### src/rtl/cheri_tsmap_arbiter.sv
// Arbitrates the single-port tsmap SRAM between never-stalling revocation lookups and bus RMW traffic.
// Lookups own the port whenever requested; a deferred RMW write is forwarded to lookups until it lands.
module cheri_tsmap_arbiter #(
  parameter int TSMapSize = 1024,
  parameter int AddrW     = 16
) (
  input  logic             clk_i,
  input  logic             rst_ni,
  input  logic             trvk_cs_i,
  input  logic [AddrW-1:0] trvk_addr_i,
  output logic [31:0]      trvk_rdata_o,
  input  logic             bus_req_i,
  output logic             bus_gnt_o,
  input  logic [1:0]       bus_op_i,
  input  logic [AddrW-1:0] bus_addr_i,
  input  logic [31:0]      bus_wdata_i,
  output logic             bus_rvalid_o,
  output logic [31:0]      bus_rdata_o,
  output logic             bus_err_o,
  output logic             mem_cs_o,
  output logic             mem_we_o,
  output logic [AddrW-1:0] mem_addr_o,
  output logic [31:0]      mem_wdata_o,
  input  logic [31:0]      mem_rdata_i
);

  localparam logic [1:0] ST_IDLE = 2'd0;
  localparam logic [1:0] ST_RDW  = 2'd1;
  localparam logic [1:0] ST_WR   = 2'd2;
  localparam logic [1:0] ST_RESP = 2'd3;

  localparam logic [1:0] OP_RD  = 2'b00;
  localparam logic [1:0] OP_WR  = 2'b01;
  localparam logic [1:0] OP_SET = 2'b10;

  localparam logic [AddrW:0] LP_SIZE = (AddrW+1)'(TSMapSize);

  logic [1:0]       r_state;
  logic [1:0]       r_op;
  logic [AddrW-1:0] r_addr;
  logic [31:0]      r_wdata;
  logic             r_err;
  logic [31:0]      r_rdata;
  logic [31:0]      r_wbuf;
  logic             r_trvk_pend;
  logic             r_fwd_hit;

  logic [1:0]       w_state_d;
  logic             w_oob;
  logic             w_gnt;
  logic             w_capture;
  logic             w_rmw_load;
  logic             w_cs;
  logic             w_we;
  logic [AddrW-1:0] w_addr;
  logic [31:0]      w_wdata;
  logic             w_rvalid;
  logic [31:0]      w_rdata;
  logic             w_err;
  logic [31:0]      w_mod;

  assign w_oob = ({1'b0, bus_addr_i} >= LP_SIZE);
  assign w_mod = (r_op == OP_SET) ? (mem_rdata_i | r_wdata) : (mem_rdata_i & ~r_wdata);

  always_comb begin
    w_state_d  = r_state;
    w_gnt      = 1'b0;
    w_capture  = 1'b0;
    w_rmw_load = 1'b0;
    w_cs       = 1'b0;
    w_we       = 1'b0;
    w_addr     = '0;
    w_wdata    = '0;
    w_rvalid   = 1'b0;
    w_rdata    = '0;
    w_err      = 1'b0;
    // Lookups win the port outright; the bus paths below only run when they are idle.
    if (trvk_cs_i) begin
      w_cs   = 1'b1;
      w_addr = trvk_addr_i;
    end
    case (r_state)
      ST_IDLE: begin
        if (bus_req_i && !trvk_cs_i) begin
          w_gnt     = 1'b1;
          w_capture = 1'b1;
          if (w_oob) begin
            w_state_d = ST_RESP;
          end else if (bus_op_i == OP_WR) begin
            w_cs      = 1'b1;
            w_we      = 1'b1;
            w_addr    = bus_addr_i;
            w_wdata   = bus_wdata_i;
            w_state_d = ST_RESP;
          end else begin
            w_cs      = 1'b1;
            w_addr    = bus_addr_i;
            w_state_d = ST_RDW;
          end
        end
      end
      ST_RDW: begin
        if (r_op == OP_RD) begin
          w_rvalid  = 1'b1;
          w_rdata   = mem_rdata_i;
          w_state_d = ST_IDLE;
        end else begin
          w_rmw_load = 1'b1;
          w_state_d  = ST_WR;
        end
      end
      ST_WR: begin
        if (!trvk_cs_i) begin
          w_cs      = 1'b1;
          w_we      = 1'b1;
          w_addr    = r_addr;
          w_wdata   = r_wbuf;
          w_state_d = ST_RESP;
        end
      end
      ST_RESP: begin
        w_rvalid  = 1'b1;
        w_err     = r_err;
        w_rdata   = (r_err || (r_op == OP_WR)) ? 32'd0 : r_rdata;
        w_state_d = ST_IDLE;
      end
      default: w_state_d = ST_IDLE;
    endcase
  end

  always_ff @(posedge clk_i or negedge rst_ni) begin
    if (!rst_ni) begin
      r_state     <= ST_IDLE;
      r_op        <= OP_RD;
      r_addr      <= '0;
      r_wdata     <= '0;
      r_err       <= 1'b0;
      r_rdata     <= '0;
      r_wbuf      <= '0;
      r_trvk_pend <= 1'b0;
      r_fwd_hit   <= 1'b0;
    end else begin
      r_state     <= w_state_d;
      r_trvk_pend <= trvk_cs_i;
      r_fwd_hit   <= trvk_cs_i && (r_state == ST_WR) && (trvk_addr_i == r_addr);
      if (w_capture) begin
        r_op    <= bus_op_i;
        r_addr  <= bus_addr_i;
        r_wdata <= bus_wdata_i;
        r_err   <= w_oob;
      end
      if (w_rmw_load) begin
        r_rdata <= mem_rdata_i;
        r_wbuf  <= w_mod;
      end
    end
  end

  // Combinational port drive is held quiet while reset is asserted.
  assign bus_gnt_o    = rst_ni & w_gnt;
  assign mem_cs_o     = rst_ni & w_cs;
  assign mem_we_o     = rst_ni & w_we;
  assign mem_addr_o   = rst_ni ? w_addr : '0;
  assign mem_wdata_o  = rst_ni ? w_wdata : '0;
  assign bus_rvalid_o = w_rvalid;
  assign bus_rdata_o  = w_rdata;
  assign bus_err_o    = w_err;
  assign trvk_rdata_o = !r_trvk_pend ? 32'd0 : (r_fwd_hit ? r_wbuf : mem_rdata_i);

endmodule

### config.mk
export PLATFORM = sky130hd
export DESIGN_NAME = cheri_tsmap_arbiter
export DESIGN_NICKNAME = d
export VERILOG_FILES = /design/src/rtl/cheri_tsmap_arbiter.sv
export SDC_FILE = /design/constraint.sdc
export NUM_CORES = 1
export LEC_CHECK = 0
export CAP_MARGIN = 10
export CELL_PAD_IN_SITES_DETAIL_PLACEMENT = 0
export CELL_PAD_IN_SITES_GLOBAL_PLACEMENT = 1
export CORE_MARGIN = 4
export CORE_UTILIZATION = 32
export CTS_CLUSTER_DIAMETER = 120
export DETAILED_ROUTE_END_ITERATION = 10
export PLACE_DENSITY_LB_ADDON = 0.15
export SKIP_CTS_REPAIR_TIMING = 1
export SLEW_MARGIN = 0
export SYNTH_ARGS = -nofsm -noshare
export SYNTH_HDL_FRONTEND = slang
export SYNTH_SLANG_ARGS = --single-unit
### constraint.sdc
create_clock -name clk_i -period 2.3 [get_ports clk_i]
set_input_delay 0.575 -clock clk_i [delete_from_list [all_inputs] [get_ports clk_i]]
set_output_delay 0.575 -clock clk_i [all_outputs]
set_load 0.01 [all_outputs]
# After elaboration in Yosys (flattened, before gate mapping)
# Cells that the tools add are included.
# classes
magnitude_cmp	1
eq_ne	9
mux	41
bitwise_logic	6
reduce_logical	8
# ops
operator	count
$mux W32	10
$pmux W32 S2	2
$mux W16	5
$and A32 B32 Y32	1
$not A32 Y32	1
$or A32 B32 Y32	1
$pmux W16 S2	1
$eq A16 B16 Y1	1
$ge A16 B11 Y1 const B	1
$mux W1	14
$mux W2	5
$pmux W2 S4	1
$eq A2 B1 Y1 const B	3
$eq A2 B2 Y1 const B	3
$pmux W1 S2	3
$logic_not A2 Y1	2
$ne A2 B2 Y1 const B	2
$and A1 B1 Y1	3
$logic_and A1 B1 Y1	3
$reduce_and A2 Y1	1
$logic_not A1 Y1	1
$logic_or A1 B1 Y1	1
# totals
reg_bits	119
input_bits	102
output_inout_bits	117
wordCells	74

# Logic depth before layout (Yosys ltp)
# logic_depth
word_depth	6
mapped_depth	8

# Worst setup path before layout
# OpenSTA, ideal clock, no wires.
# synth_timing
path_type	input -> output
from	in bus_addr_i[15]
to	out mem_wdata_o[10]
t_arrival_ns	1.949
setup_slack_ns	-0.224
path_stages	5
n_path_buf	1
cell_sequence	or4_4 nor4_4 buf_6 a32oi_1 nor2_1
# synth_between
elab_chain_len	5
# synth_lines
element	line_no	rtl
start, declared	15	input logic [AddrW-1:0] bus_addr_i,
$ge A16 B11 Y1	62	assign w_oob = ({1'b0, bus_addr_i} >= LP_SIZE);
$mux W32	87	if (w_oob) begin
$mux W32	84	if (bus_req_i && !trvk_cs_i) begin
$pmux W32 S2	82	case (r_state)
$mux W32	164	assign mem_wdata_o = rst_ni ? w_wdata : '0;
end, declared	23	output logic [31:0] mem_wdata_o,
# Every way passes these cells.

# Final worst setup path
# layout_timing
from	in bus_addr_i[13]
to	out mem_addr_o[1]
# layout_between
elab_chain_len	5
# layout_lines
element	line_no	rtl
$ge A16 B11 Y1	62	
$mux W16	87	
$mux W16	84	
$pmux W16 S2	82	
$mux W16	163	assign mem_addr_o = rst_ni ? w_addr : '0;
end, declared	22	output logic [AddrW-1:0] mem_addr_o,
# Every way passes these cells.

==> results_tabular.tex <==
\begin{tabular}{lr}
\hline
Metric & Value \\
\hline
\multicolumn{2}{l}{\textbf{Run status}} \\
Result of the run & complete, but fails checks \\
Failing checks & setup timing \\
\multicolumn{2}{l}{\textbf{Setup path}} \\
Startpoint of the worst-slack reg-to-reg timing path & r\_state[0] \\
Cell-by-cell trace of the critical path & buf\_6, or4\_4, nor3\_4, buf\_6, buf\_6, nand3\_2, a21boi\_2, buf\_2 \\
Worst Setup Path Type & input pin to primary output \\
Worst-path cell with the longest stage delay & or4\_4 \\
Delay-heaviest family, CP & simple AND/OR/NAND/NOR gates \\
Critical path required time & 1.73 ns \\
Number of buffers and inverters on the critical path & 4 \\
Type of element capturing the critical path & primary output \\
R2R Path End & r\_op[1] \\
Largest stage delay on the critical path & 0.58 ns \\
Critical-path maximum fanout & 5 \\
Critical path capture point & mem\_addr\_o[1] \\
Number of cells on the worst reg-to-reg path & 6 \\
Most frequent cell on the critical path & buf\_6 \\
Start point of the critical path & bus\_addr\_i[13] \\
Crit. path cell count & 8 \\
Critical path launch point type & input pin \\
Setup slack of the worst register-to-register path & 0.45 ns \\
Data arrival time of the critical path & 2.19 ns \\
\multicolumn{2}{l}{\textbf{Timing}} \\
Final setup violation count & 80 \\
Relative slew margins & 55.2\% \\
RSZ-0062 raised after global routing & yes \\
Highest clock rate & 361 MHz \\
Worst clock skew & 0.00762 ns \\
Part of the cycle the worst path needs & 120\% \\
Fin worst setup slack & -0.469 ns \\
Min Clock Period, post-route & 2.77 ns \\
Actual transition at the worst max-transition pin & 0.671 ns \\
Pins Over Slew Limit & 0 \\
Fin. Hold Viols & 0 \\
Final hold slack & 0.102 ns \\
\multicolumn{2}{l}{\textbf{Clock network}} \\
Clock buffer count from CTS & 17 \\
Clk root buf & clkbuf\_16 \\
H-tree levels & 4 \\
TritonCTS clock tree & built \\
TritonCTS sink count & 119 \\
Source-to-sink clock delay at the later pin of the worst-skew pair & 0.42 ns \\
Worst-case clock buffer depth & 2 \\
Reg clk slew, reported paths & 0.06 ns \\
\multicolumn{2}{l}{\textbf{Routing}} \\
Average wire length per cell after detail routing & 20.0 um \\
Total via count in the routed design & 6260 \\
Average via count per standard cell & 5.09 \\
DRC violations left & 0 \\
DRT Pass-1 Iters & 5 \\
WL final & 24600 um \\
Count of antenna-violating nets left after detailed routing & 0 \\
Iteration-0 DRC Markers & 250 \\
\multicolumn{2}{l}{\textbf{Yosys}} \\
Post-synthesis cell count & 605 \\
Number of register bits inferred by synthesis & 119 \\
Syn\_area\_per\_cell & 10.9 sq um \\
Yosys warnings & 0 \\
Unique masters post-synth & 33 \\
Post-Syn Nets & 707 \\
Synthesized area & 0.00660 sq mm \\
Sequential fraction of the synthesis area & 45.1\% \\
\multicolumn{2}{l}{\textbf{Power and ir drop}} \\
Switching power & 3.67 mW \\
Power density of the placed cells & 1010 mW/mm\^{}2 \\
Pleak & 5.24 nW \\
Portion of total power attributed to sequential cells & 35.4\% \\
Sw frac & 33.0\% \\
Worst vdd ir & 0.614 mV \\
Combinational group share of total power & 37.6\% \\
Clock Power Share & 27.0\% \\
Internal power contribution & 7.46 mW \\
Overall power after layout & 11.1 mW \\
\multicolumn{2}{l}{\textbf{Global route}} \\
Overall routing resource usage & 19.6\% \\
Number of global-route vias before repair & 6407 \\
Congestion Overflow GR & 0 \\
Global-route wire length before repair & 34900 um \\
Antenna violations before repair & 0 \\
Pin count of the biggest net entering global routing & 52 \\
\multicolumn{2}{l}{\textbf{Layout}} \\
Most common cell after layout, fill and taps aside & buf\_4 \\
Number of standard cells in the final layout excluding fillers & 1230 \\
Layout overhead on the synthesized area & 67.4\% \\
Area of the multi-input gates & 0.00361 sq mm \\
Layout cell share with drive strength beyond 1 & 42.1\% \\
Fillcell total & 1742 \\
Post-route cell area & 0.0110 sq mm \\
End-of-flow core utilization & 54.6\% \\
Storage element area & 0.00298 sq mm \\
Net count of the finished layout & 1048 \\
Commonest cells after routing, fill and taps aside & buf\_4 (119), dfrtp\_1 (117), clkdlybuf4s50\_1 (92) \\
\multicolumn{2}{l}{\textbf{Placed design}} \\
Area after detailed placement & 0.00998 sq mm \\
Final weighted congestion of routability-driven global placement & 0.791 \\
Placed wire-length estimate & 15800 um \\
Cell total after placement & 1163 \\
Input/output buffers & 218 \\
\multicolumn{2}{l}{\textbf{Floorplan}} \\
Die Height & 152 um \\
\# rows & 52 \\
Core footprint & 0.0202 sq mm \\
Horizontal extent of the die & 152 um \\
Initial Utilization & 32.6\% \\
Die ar. & 0.0230 sq mm \\
I/O pin count & 219 \\
\multicolumn{2}{l}{\textbf{Job}} \\
Max Cap Violations & 0 \\
\multicolumn{2}{l}{\textbf{Min path}} \\
Class of the worst hold path & input pin to async pin \\
\hline
\end{tabular}
sequential cells by signal, indices dropped and copies added, names as in the netlist:
signal and cells:
r_err 1, r_wdata 32, r_wbuf 32, r_op 2, r_rdata 32, r_fwd_hit 1, r_trvk_pend 1, r_state 2
r_addr 16
cell type report:
cell class	instances	share of cell area, %
multi-input combinational	431	32.7
timing repair buffer	376	31.3
sequential	119	27.0
clock buffer	20	4.22
tap	270	3.06
clock inverter	12	1.78
inverter	1	0.0340
antenna	1	0.0226
per-stage QoR:
step / setup slack (ns) / setup TNS (ns)
finish: -0.469 / -22.93
global route: -0.515 / -28.74
CTS: -1.29 / -85.52
detailed placement: -1.25 / -68.39
global placement: -1.25 / -67.12
floorplan: -0.222 / -7.30
worst min path at each step:
stage                     slack [ns]     endpoint  cells past startpoint
after floorplan                 0.28    r_addr[0]                      0
after global placement          0.49   r_rdata[5]                      1
after detailed placement        0.50  r_rdata[10]                      1
after CTS                       0.08    r_addr[3]                      2
after global routing            0.08    r_addr[3]                      2
final                           0.10    r_addr[3]                      2
per-layer routing:
layer  part of all wire, %  track usage [%]  vias up  routed length (um)
met4                   1.2             5.08        0                 293
met3                   6.2             5.12       22                1530
met5                     0                0        -                   0
met2                    49             32.4      188               12000
met1                    44             25.6     3135               10800
li1                      -                -     2915                   -
cells in the mapped netlist:
| master | n | share of area [%] |
|---|---|---|
| and3_1 | 2 | 0.19 |
| nor4_1 | 4 | 0.38 |
| nand4_1 | 1 | 0.095 |
| clkbuf_1 | 32 | 1.8 |
| or2_2 | 1 | 0.095 |
| nand2b_1 | 3 | 0.28 |
| a311oi_1 | 1 | 0.13 |
| nor4_4 | 1 | 0.32 |
| inv_1 | 1 | 0.057 |
| or4_4 | 1 | 0.17 |
| and2_1 | 1 | 0.095 |
| nand3_1 | 10 | 0.76 |
| a22oi_1 | 16 | 1.8 |
| nand2_1 | 2 | 0.11 |
| o21a_1 | 1 | 0.11 |
| nor2b_1 | 40 | 3.8 |
| a21boi_0 | 11 | 1.3 |
| a32oi_1 | 32 | 4.2 |
| xor2_1 | 16 | 2.1 |
| mux2i_1 | 64 | 9.7 |
| nor4b_1 | 1 | 0.13 |
| nor2_1 | 69 | 3.9 |
| buf_2 | 14 | 1.1 |
| nor3_1 | 2 | 0.15 |
| nor3_2 | 1 | 0.15 |
| buf_6 | 3 | 0.51 |
| buf_1 | 5 | 0.28 |
| a21oi_1 | 35 | 2.7 |
| mux2_2 | 82 | 14 |
| dfrtp_1 | 119 | 45 |
| o21ai_0 | 1 | 0.076 |
| a22o_1 | 32 | 4.2 |
| nor3b_1 | 1 | 0.11 |
power groups by stage:
stage	Combinational, mW	Sequential [mW]	Clock (mW)
2_1_floorplan	2.37	3.69	0
3_5_place_dp	4.01	3.93	0
5_1_grt	4.56	4.07	3.17
3_3_place_gp	3.90	3.87	0
4_1_cts	4.03	3.91	3.07
6_report	4.19	3.94	3.01
cell families (layout without fill, tap and decap cells):
| kind of cell | Yosys count | count (layout) | synth area share, % |
|---|---|---|---|
| AO/OA/AOI/OAI | 129 | 129 | 14.5 |
| XOR/XNOR | 16 | 16 | 2.12 |
| buffers and inverters | 55 | 409 | 3.74 |
| flip-flops | 119 | 119 | 45.1 |
| multiplexers | 146 | 146 | 23.7 |
| other | 0 | 1 | 0 |
| AND/OR/NAND/NOR | 140 | 140 | 10.8 |
(Power assumes the default switching activity.)
